--- src/rtl/mips_exec_ctrl_pkg.sv ---
// Shared types and encodings for the multi-cycle MIPS control/execute core.
// Holds FSM state, opcode/funct/regimm encodings, register-file address-select
// constants and a sign-extension helper used by the datapath.
package mips_exec_ctrl_pkg;

    localparam int unsigned DATA_W     = 32;
    localparam int unsigned REG_ADDR_W = 5;
    localparam int unsigned IMM_W      = 16;

    typedef logic [DATA_W-1:0]     size_t;
    typedef logic [REG_ADDR_W-1:0] regaddr_t;

    typedef enum logic [1:0] {
        FETCH = 2'd0,
        EXEC  = 2'd1,
        HALT  = 2'd2
    } state_t;

    typedef enum logic [5:0] {
        OP_SPECIAL = 6'h00,
        OP_REGIMM  = 6'h01,
        OP_ADDIU   = 6'h09,
        OP_SLTI    = 6'h0A,
        OP_SLTIU   = 6'h0B,
        OP_ANDI    = 6'h0C,
        OP_ORI     = 6'h0D,
        OP_XORI    = 6'h0E,
        OP_LUI     = 6'h0F,
        OP_LW      = 6'h23,
        OP_SW      = 6'h2B
    } opcode_t;

    typedef enum logic [5:0] {
        FN_SLLV  = 6'h04,
        FN_SRLV  = 6'h06,
        FN_SRAV  = 6'h07,
        FN_JR    = 6'h08,
        FN_MFHI  = 6'h10,
        FN_MTHI  = 6'h11,
        FN_MFLO  = 6'h12,
        FN_MTLO  = 6'h13,
        FN_MULT  = 6'h18,
        FN_MULTU = 6'h19,
        FN_DIV   = 6'h1A,
        FN_DIVU  = 6'h1B,
        FN_ADDU  = 6'h21,
        FN_SUBU  = 6'h23,
        FN_AND   = 6'h24,
        FN_OR    = 6'h25,
        FN_XOR   = 6'h26,
        FN_NOR   = 6'h27,
        FN_SLT   = 6'h2A,
        FN_SLTU  = 6'h2B
    } func_t;

    typedef enum logic [4:0] {
        RI_BLTZ   = 5'h00,
        RI_BGEZ   = 5'h01,
        RI_BLTZAL = 5'h10,
        RI_BGEZAL = 5'h11
    } regimm_t;

    localparam logic REGFILE_ADDR_SEL_RD = 1'b0;
    localparam logic REGFILE_ADDR_SEL_RT = 1'b1;

    function automatic size_t sign_ext(input logic [IMM_W-1:0] imm);
        return {{(DATA_W-IMM_W){imm[IMM_W-1]}}, imm};
    endfunction

endpackage

--- src/rtl/mips_exec_ctrl_alu.sv ---
// exec_alu: combinational ALU for R-type and I-type results plus the HI/LO pair.
// Ports: clk/reset (sync, active-high), hilo_en_i (unstalled EXEC), opcode_i,
//        funct_i, rs_i, rt_i, immediate_i, ram_readdata_i in;
//        rd_o (rd-destination result), rt_o (rt-destination result / SW data),
//        effective_address_o, mfhi_o, mflo_o out.
// Build option: MIPS_MULTDIV_EN enables MULT/MULTU/DIV/DIVU/MTHI/MTLO; without it
//        HI/LO stay at their reset value of zero.
import mips_exec_ctrl_pkg::*;

module exec_alu (
    input  logic        clk,
    input  logic        reset,
    input  logic        hilo_en_i,
    input  logic [5:0]  opcode_i,
    input  logic [5:0]  funct_i,
    input  logic [31:0] rs_i,
    input  logic [31:0] rt_i,
    input  logic [15:0] immediate_i,
    input  logic [31:0] ram_readdata_i,
    output logic [31:0] rd_o,
    output logic [31:0] rt_o,
    output logic [31:0] effective_address_o,
    output logic [31:0] mfhi_o,
    output logic [31:0] mflo_o
);

    size_t hi_q, hi_d;
    size_t lo_q, lo_d;
    size_t imm_sext, imm_zext;

    assign imm_sext            = sign_ext(immediate_i);
    assign imm_zext            = {16'h0000, immediate_i};
    assign effective_address_o = rs_i + imm_sext;
    assign mfhi_o              = hi_q;
    assign mflo_o              = lo_q;

    // R-type result; shift amount comes from rs_i[4:0]
    always_comb begin
        rd_o = '0;
        case (funct_i)
            FN_ADDU: rd_o = rs_i + rt_i;
            FN_SUBU: rd_o = rs_i - rt_i;
            FN_AND:  rd_o = rs_i & rt_i;
            FN_OR:   rd_o = rs_i | rt_i;
            FN_XOR:  rd_o = rs_i ^ rt_i;
            FN_NOR:  rd_o = ~(rs_i | rt_i);
            FN_SLT:  rd_o = 32'($signed(rs_i) < $signed(rt_i));
            FN_SLTU: rd_o = 32'(rs_i < rt_i);
            FN_SLLV: rd_o = rt_i << rs_i[4:0];
            FN_SRLV: rd_o = rt_i >> rs_i[4:0];
            FN_SRAV: rd_o = $unsigned($signed(rt_i) >>> rs_i[4:0]);
            FN_MFHI: rd_o = hi_q;
            FN_MFLO: rd_o = lo_q;
            default: rd_o = '0;
        endcase
    end

    // I-type result, load data, or store data
    always_comb begin
        rt_o = '0;
        case (opcode_i)
            OP_ADDIU: rt_o = rs_i + imm_sext;
            OP_SLTI:  rt_o = 32'($signed(rs_i) < $signed(imm_sext));
            OP_SLTIU: rt_o = 32'(rs_i < imm_sext);
            OP_ANDI:  rt_o = rs_i & imm_zext;
            OP_ORI:   rt_o = rs_i | imm_zext;
            OP_XORI:  rt_o = rs_i ^ imm_zext;
            OP_LUI:   rt_o = {immediate_i, 16'h0000};
            OP_LW:    rt_o = ram_readdata_i;
            OP_SW:    rt_o = rt_i;
            default:  rt_o = '0;
        endcase
    end

`ifdef MIPS_MULTDIV_EN
    logic [63:0] prod;

    // HI/LO next value; a zero divisor leaves both untouched
    always_comb begin
        hi_d = hi_q;
        lo_d = lo_q;
        prod = '0;
        if (hilo_en_i && (opcode_i == OP_SPECIAL)) begin
            case (funct_i)
                FN_MULT: begin
                    prod = {{32{rs_i[31]}}, rs_i} * {{32{rt_i[31]}}, rt_i};
                    hi_d = prod[63:32];
                    lo_d = prod[31:0];
                end
                FN_MULTU: begin
                    prod = {32'h0, rs_i} * {32'h0, rt_i};
                    hi_d = prod[63:32];
                    lo_d = prod[31:0];
                end
                FN_DIV: begin
                    if (rt_i != '0) begin
                        lo_d = $unsigned($signed(rs_i) / $signed(rt_i));
                        hi_d = $unsigned($signed(rs_i) % $signed(rt_i));
                    end
                end
                FN_DIVU: begin
                    if (rt_i != '0) begin
                        lo_d = rs_i / rt_i;
                        hi_d = rs_i % rt_i;
                    end
                end
                FN_MTHI: hi_d = rs_i;
                FN_MTLO: lo_d = rs_i;
                default: ;
            endcase
        end
    end
`else
    logic unused_hilo_en;
    assign unused_hilo_en = hilo_en_i;

    // No multiply/divide unit: HI/LO keep their reset value
    always_comb begin
        hi_d = hi_q;
        lo_d = lo_q;
    end
`endif

    // HI/LO registers
    always_ff @(posedge clk) begin
        if (reset) begin
            hi_q <= '0;
            lo_q <= '0;
        end else begin
            hi_q <= hi_d;
            lo_q <= lo_d;
        end
    end

endmodule

--- src/rtl/mips_exec_ctrl.sv ---
// mips_exec_ctrl: multi-cycle MIPS sequencing FSM (FETCH -> EXEC -> FETCH, sticky
// HALT), control decode and the exec_alu datapath.
// Ports: clk, reset (sync, active-high), halt_i, waitrequest_i, opcode_i, funct_i,
//        rs_i, rt_i, immediate_i, ram_readdata_i in; state_o, active_o, write/read
//        enables, ram_addr_sel_o (1=EA, 0=PC), ram_byte_en_o, src_b_sel_o,
//        regfile_addr_3_sel_o, rd_o, rt_o, effective_address_o, mfhi_o, mflo_o out.
// Build option: MIPS_MULTDIV_EN (see exec_alu).
import mips_exec_ctrl_pkg::*;

module mips_exec_ctrl (
    input  logic        clk,
    input  logic        reset,
    input  logic        halt_i,
    input  logic        waitrequest_i,
    input  logic [5:0]  opcode_i,
    input  logic [5:0]  funct_i,
    input  logic [31:0] rs_i,
    input  logic [31:0] rt_i,
    input  logic [15:0] immediate_i,
    input  logic [31:0] ram_readdata_i,
    output logic [1:0]  state_o,
    output logic        active_o,
    output logic        pc_write_en_o,
    output logic        ir_write_en_o,
    output logic        regfile_write_en_o,
    output logic        ram_read_en_o,
    output logic        ram_write_en_o,
    output logic        ram_addr_sel_o,
    output logic [3:0]  ram_byte_en_o,
    output logic        src_b_sel_o,
    output logic        regfile_addr_3_sel_o,
    output logic [31:0] rd_o,
    output logic [31:0] rt_o,
    output logic [31:0] effective_address_o,
    output logic [31:0] mfhi_o,
    output logic [31:0] mflo_o
);

    state_t state_q, state_d;
    logic   is_lw_c, is_sw_c, is_ialu_c, is_ralu_c;
    logic   bus_rd_c, bus_wr_c, stall_c;

    // Instruction class decode
    assign is_lw_c   = (opcode_i == OP_LW);
    assign is_sw_c   = (opcode_i == OP_SW);
    assign is_ialu_c = opcode_i inside {OP_ADDIU, OP_SLTI, OP_SLTIU, OP_ANDI,
                                        OP_ORI, OP_XORI, OP_LUI};
    assign is_ralu_c = (opcode_i == OP_SPECIAL) &&
                       (funct_i inside {FN_ADDU, FN_SUBU, FN_AND, FN_OR, FN_XOR,
                                        FN_NOR, FN_SLT, FN_SLTU, FN_SLLV, FN_SRLV,
                                        FN_SRAV, FN_MFHI, FN_MFLO});

    // Bus requests are derived from state directly so stall has no loop through outputs
    assign bus_rd_c = ((state_q == FETCH) && !halt_i) || ((state_q == EXEC) && is_lw_c);
    assign bus_wr_c = (state_q == EXEC) && is_sw_c;
    assign stall_c  = (bus_rd_c || bus_wr_c) && waitrequest_i;

    assign ram_read_en_o  = bus_rd_c;
    assign ram_write_en_o = bus_wr_c;
    assign ram_byte_en_o  = (bus_rd_c || bus_wr_c) ? 4'b1111 : 4'b0000;
    assign state_o        = state_q;
    assign active_o       = (state_q != HALT);

    // State register
    always_ff @(posedge clk) begin
        if (reset) begin
            state_q <= FETCH;
        end else begin
            state_q <= state_d;
        end
    end

    // Next state and control enables
    always_comb begin
        state_d              = state_q;
        pc_write_en_o        = 1'b0;
        ir_write_en_o        = 1'b0;
        regfile_write_en_o   = 1'b0;
        ram_addr_sel_o       = 1'b0;
        src_b_sel_o          = 1'b0;
        regfile_addr_3_sel_o = REGFILE_ADDR_SEL_RD;
        case (state_q)
            FETCH: begin
                if (halt_i) begin
                    state_d = HALT;
                end else begin
                    ir_write_en_o = !stall_c;
                    if (!stall_c) state_d = EXEC;
                end
            end
            EXEC: begin
                pc_write_en_o  = !stall_c;
                ram_addr_sel_o = is_lw_c || is_sw_c;
                if (is_lw_c) begin
                    regfile_write_en_o   = !stall_c;
                    regfile_addr_3_sel_o = REGFILE_ADDR_SEL_RT;
                    src_b_sel_o          = 1'b1;
                end else if (is_sw_c) begin
                    src_b_sel_o          = 1'b1;
                end else if (is_ialu_c) begin
                    regfile_write_en_o   = 1'b1;
                    regfile_addr_3_sel_o = REGFILE_ADDR_SEL_RT;
                    src_b_sel_o          = 1'b1;
                end else if (is_ralu_c) begin
                    regfile_write_en_o   = 1'b1;
                end
                if (!stall_c) state_d = FETCH;
            end
            HALT:    state_d = HALT;
            default: state_d = FETCH;
        endcase
    end

    exec_alu u_alu (
        .clk                 (clk),
        .reset               (reset),
        .hilo_en_i           ((state_q == EXEC) && !stall_c),
        .opcode_i            (opcode_i),
        .funct_i             (funct_i),
        .rs_i                (rs_i),
        .rt_i                (rt_i),
        .immediate_i         (immediate_i),
        .ram_readdata_i      (ram_readdata_i),
        .rd_o                (rd_o),
        .rt_o                (rt_o),
        .effective_address_o (effective_address_o),
        .mfhi_o              (mfhi_o),
        .mflo_o              (mflo_o)
    );

endmodule

--- config.mk ---
export PLATFORM = sky130hd
export DESIGN_NAME = mips_exec_ctrl
export DESIGN_NICKNAME = d
export VERILOG_FILES = /design/src/rtl/mips_exec_ctrl_pkg.sv /design/src/rtl/mips_exec_ctrl_alu.sv /design/src/rtl/mips_exec_ctrl.sv
export SDC_FILE = /design/constraint.sdc
export NUM_CORES = 1
export LEC_CHECK = 0
export CAP_MARGIN = 40
export CORE_ASPECT_RATIO = 1.25
export CORE_MARGIN = 2
export CORE_UTILIZATION = 30
export DETAILED_ROUTE_END_ITERATION = 6
export PLACE_DENSITY_LB_ADDON = 0.2
export SLEW_MARGIN = 20
export SYNTH_ARGS = -nofsm -noshare
export SYNTH_HDL_FRONTEND = slang
export SYNTH_HIERARCHICAL = 1
export SYNTH_SLANG_ARGS = --single-unit
export TNS_END_PERCENT = 1
--- constraint.sdc ---
create_clock -name clk -period 5.51 [get_ports clk]
set_input_delay 1.102 -clock clk [delete_from_list [all_inputs] [get_ports clk]]
set_output_delay 1.102 -clock clk [all_outputs]
set_load 0.005 [all_outputs]
==> results.md <==
- Run status: finished, violations left
- Violated checks: negative setup slack
- Final setup slack of the worst path: -250 ps
- Highest achievable clock rate: around 170 MHz
- Average cell area after synthesis: ~6.7 µm²
- Crit path capture type: output pin
- Number of enable-type register cells in the synthesized netlist: 0
- Global route total overflow: 0
- Synth top area share: ~16%
- Die Width: between 150 and 200 µm
- Warnings from Yosys: 6
- Setup total negative slack: -1240 ps
- Pin count of the biggest net entering global routing: 76
- Worst vdd rail ir drop: between 0.00015 and 0.0002 V
- Worst path cell trace: clkdlybuf4s50_1 -> buf_4 -> ha_1 -> buf_4 -> a21o_1 -> a311oi_2 -> buf_4 -> a21oi_4 -> o21ai_1 -> or3b_4 -> a21o_1 -> a21oi_1 -> o21ai_1 -> xnor2_1 -> o21ai_0 -> clkdlybuf4s50_1
- Maximum buffer depth of the clock tree: 2
- Cell with the most instances after synthesis: a21oi_1
- Pleak: between 9 and 10 nW
- DRC viols: 0
- Area of the placeable core: 0.0439 mm²
- Area of the multi-input gates: about 0.012 mm²
- Finished Core Util: approximately 46%
- Global-route total usage across every layer: 34.2%
- Growth of design area from synthesis to finish: 52.1%
- Most crowded layer after global routing: met2
- Number of flip-flops under the largest register name: 2
- Count of filler cells inserted in the layout: 4,587
- Sequential share of the synthesized area: less than 1%
- Met2 track demand over resource: just under 60%
- TritonCTS buffer count: 3
- Wire length of the first global-routing pass: roughly 120,000 µm
- Cts-stage hold buffer count: 0
- Initial cell density of the core: between 30% and 40%
- Largest area contributor in the netlist: ha_1
- Setup violators final: 15
- Antenna violations before repair: 2
- Dominant cells by area after synthesis: ha_1 16%, mux2i_1 8.0%, a21oi_1 7.5%
- Final hold vios: 0
- Met1 global-route usage: roughly two fifths
- Clock Skews: ~1.1 ps
- CP Data Required Time: around 4400 ps
- #FFs+latches synth: 2
- CTS tree: built
- Share of synthesized flip-flops with an asynchronous set or reset: 0%
- Yosys cell types: between 90 and 100
- Critical Path Max Stage Delay: 470 ps
- CTS clock-pin slew for the worst setup and hold paths: about 30 ps
- Top-level port count: slightly above 300
- Share of the clock period used by the worst path after layout: 105%
- Unrepaired setup endpoints after global routing: yes
- Final count of pins violating max slew: 0
- First-pass iteration count of the detailed router: 5
- Cell with the biggest individual delay on the critical path: clkdlybuf4s50_1
- Number of buffer cells added on primary ports: 238
- Footprint of the flip-flops and latches: 40.0 µm²
- Cell occurring most often along the worst timing path: buf_4
- Startpoint of the lowest-slack register-to-register path: state_o[0]
- Via count of the first global-routing pass: between 15,000 and 20,000
- Endpoint of the most critical setup path: rd_o[27]
- Number of instances in the synthesized netlist: 1,986
- Synthesized area: approximately 0.013 mm²
- Power per cell area: roughly 110 mW/mm²
- Half-perimeter wire length of the detailed placement result: between 60,000 and 70,000 µm
- Die area: ~0.046 mm²
- Clock Root Buffer: clkbuf_16
- Post-detailed-routing wire length: ~80,000 µm
- Crit Path Max Fanout: 3
- Row cnt: 86
- Main synth FF type: dfxtp_1
- Worst hold slack across all endpoints: 581 ps
- Minimum period implied by the final worst setup slack: between 5000 and 6000 ps
- Global routing met3 resource utilization: between 3 and 4%
- Clock Latency Late Sink: roughly 220 ps
- Gpl congestion: between 1 and 1.5
- List of most frequent post-synthesis cells: 198 x a21oi_1, 193 x nor2_1, 175 x ha_1, 169 x o21ai_0, 158 x nand2_1
- Launching element type of the critical path: input pin
- DIE HEIGHT: approximately 240 µm
- # clock sinks: 2
- Total vias in the final route: about 18,000
- Tightest slew margin relative to the limit: 45.0%
- Routed wire length per instance: ~25 µm
- Data arrival time at the worst-slack endpoint: around 4700 ps
- Type of the worst setup path: input pin to output pin
- DR vias/cell: 5.61
- Fraction of layout instances using a drive strength above 1: between 20% and 30%
- Number of violations of the max-capacitance limit: 0
- Final net count: just under 3,000
- Final antenna-violating net count: 0
- Setup slack of the most critical reg-to-reg path: a little over 4000 ps
- Pre-CTS setup slack: -550 ps
- Slew of the pin with the lowest slew margin: 822 ps
- Min-Delay Path Class: register to register
- Drt initial violations: ~1,300
- Terminus of the critical flop-to-flop path: state_o[0]
- Cell depth of the worst flop-to-flop path: 4
- Number of levels in the clock H-tree: 1
- Startpoint of the worst setup timing path: rt_i[0]
-- layout make-up --
type / count / share of cell area (%)
diodes: 1 / 0.0124
clock buffers: 3 / 0.371
inverters: 134 / 2.49
multi-input cells: 1708 / 61.2
flip-flops and latches: 2 / 0.198
well taps: 572 / 3.54
repair buffers: 776 / 32.2
-- repair_timing --
action	4_1_cts	5_1_grt
buffers inserted	2	2
gates resized for setup	96	78
pin swaps	29	32
hold endpoints to repair	0	0
endpoints found under the setup margin	58	56
-- critical path, delay by kind of cell --
| kind | cells | cell delay (ps) |
|---|---|---|
| and+or+nand+nor | 1 | 430 |
| buffers and inverters | 5 | 1350 |
| adders and majority gates | 1 | 200 |
| xor gates and xnor gates | 1 | 350 |
| AOI/OAI and AO/OA | 8 | 1220 |
-- cells in the final DEF, fill, tap and decap left out, types with 25 or more instances in the layout --
master           synthesis  final
nor3_1                  50     44
nand2b_1                25     25
nor2_1                 193    192
o21bai_1                26     26
conb_1                   1     64
nand3_1                 27     25
o21ai_0                169    147
clkdlybuf4s50_1          0    190
ha_1                   175    164
mux2i_1                106    106
nand2_1                158    157
a21o_1                  32     32
xnor2_1                 70     69
a211oi_1                31     29
o22ai_1                 27     27
buf_4                   71    527
inv_1                  133    121
a21oi_1                198    184
-- report_power, final --
group / total, mW / internal, mW / switching, mW
Combinational: 2.12 / 0.996 / 1.13
Sequential: 0.0172 / 0.0155 / 0.00175
Clock: 0.108 / 0.0923 / 0.0160
Total: 2.25 / 1.10 / 1.14
-- metal layers --
layer,part of all wire (%),vias to the layer above
li1,-,8350
met1,39,8522
met2,47,849
met3,6.1,214
met4,8.5,4
met5,0.027,-
-- metrics by stage --
stage                     cell area, µm²  power [mW]  instances
final                              20200        2.25       3196
after global routing               20200        2.39       3195
after CTS                          19900        2.18       3193
after global placement             19600        2.03       3188
after detailed placement           19600        2.03       3188
after floorplan                    13500       0.976       2049
-- worst min-delay path by stage --
stage | cells past startpoint | start | endpoint | slack [ps]
2_1_floorplan | 1 | state_o[0] | state_o[1] | 520
3_3_place_gp | 1 | state_o[0] | state_o[1] | 570
3_5_place_dp | 1 | state_o[0] | state_o[1] | 570
4_1_cts | 1 | state_o[0] | state_o[1] | 580
5_1_grt | 1 | state_o[0] | state_o[1] | 620
6_report | 1 | state_o[0] | state_o[1] | 580
-- cell families (layout without fill, tap and decap cells) --
logic type                 count (synthesis)  count (layout)  synth area share (%)
muxes                                    134             134                  11.9
DFF                                        2               2                 0.301
adders and majority gates                178             178                  16.9
other                                      1              65                0.0282
and+or+nand+nor                          550             550                  19.1
buffers and inverters                    339             913                  12.1
AOI/OAI and AO/OA                        702             702                  34.4
xor gates and xnor gates                  80              80                  5.27
No activity file was read; power rests on OpenSTA's default activity.
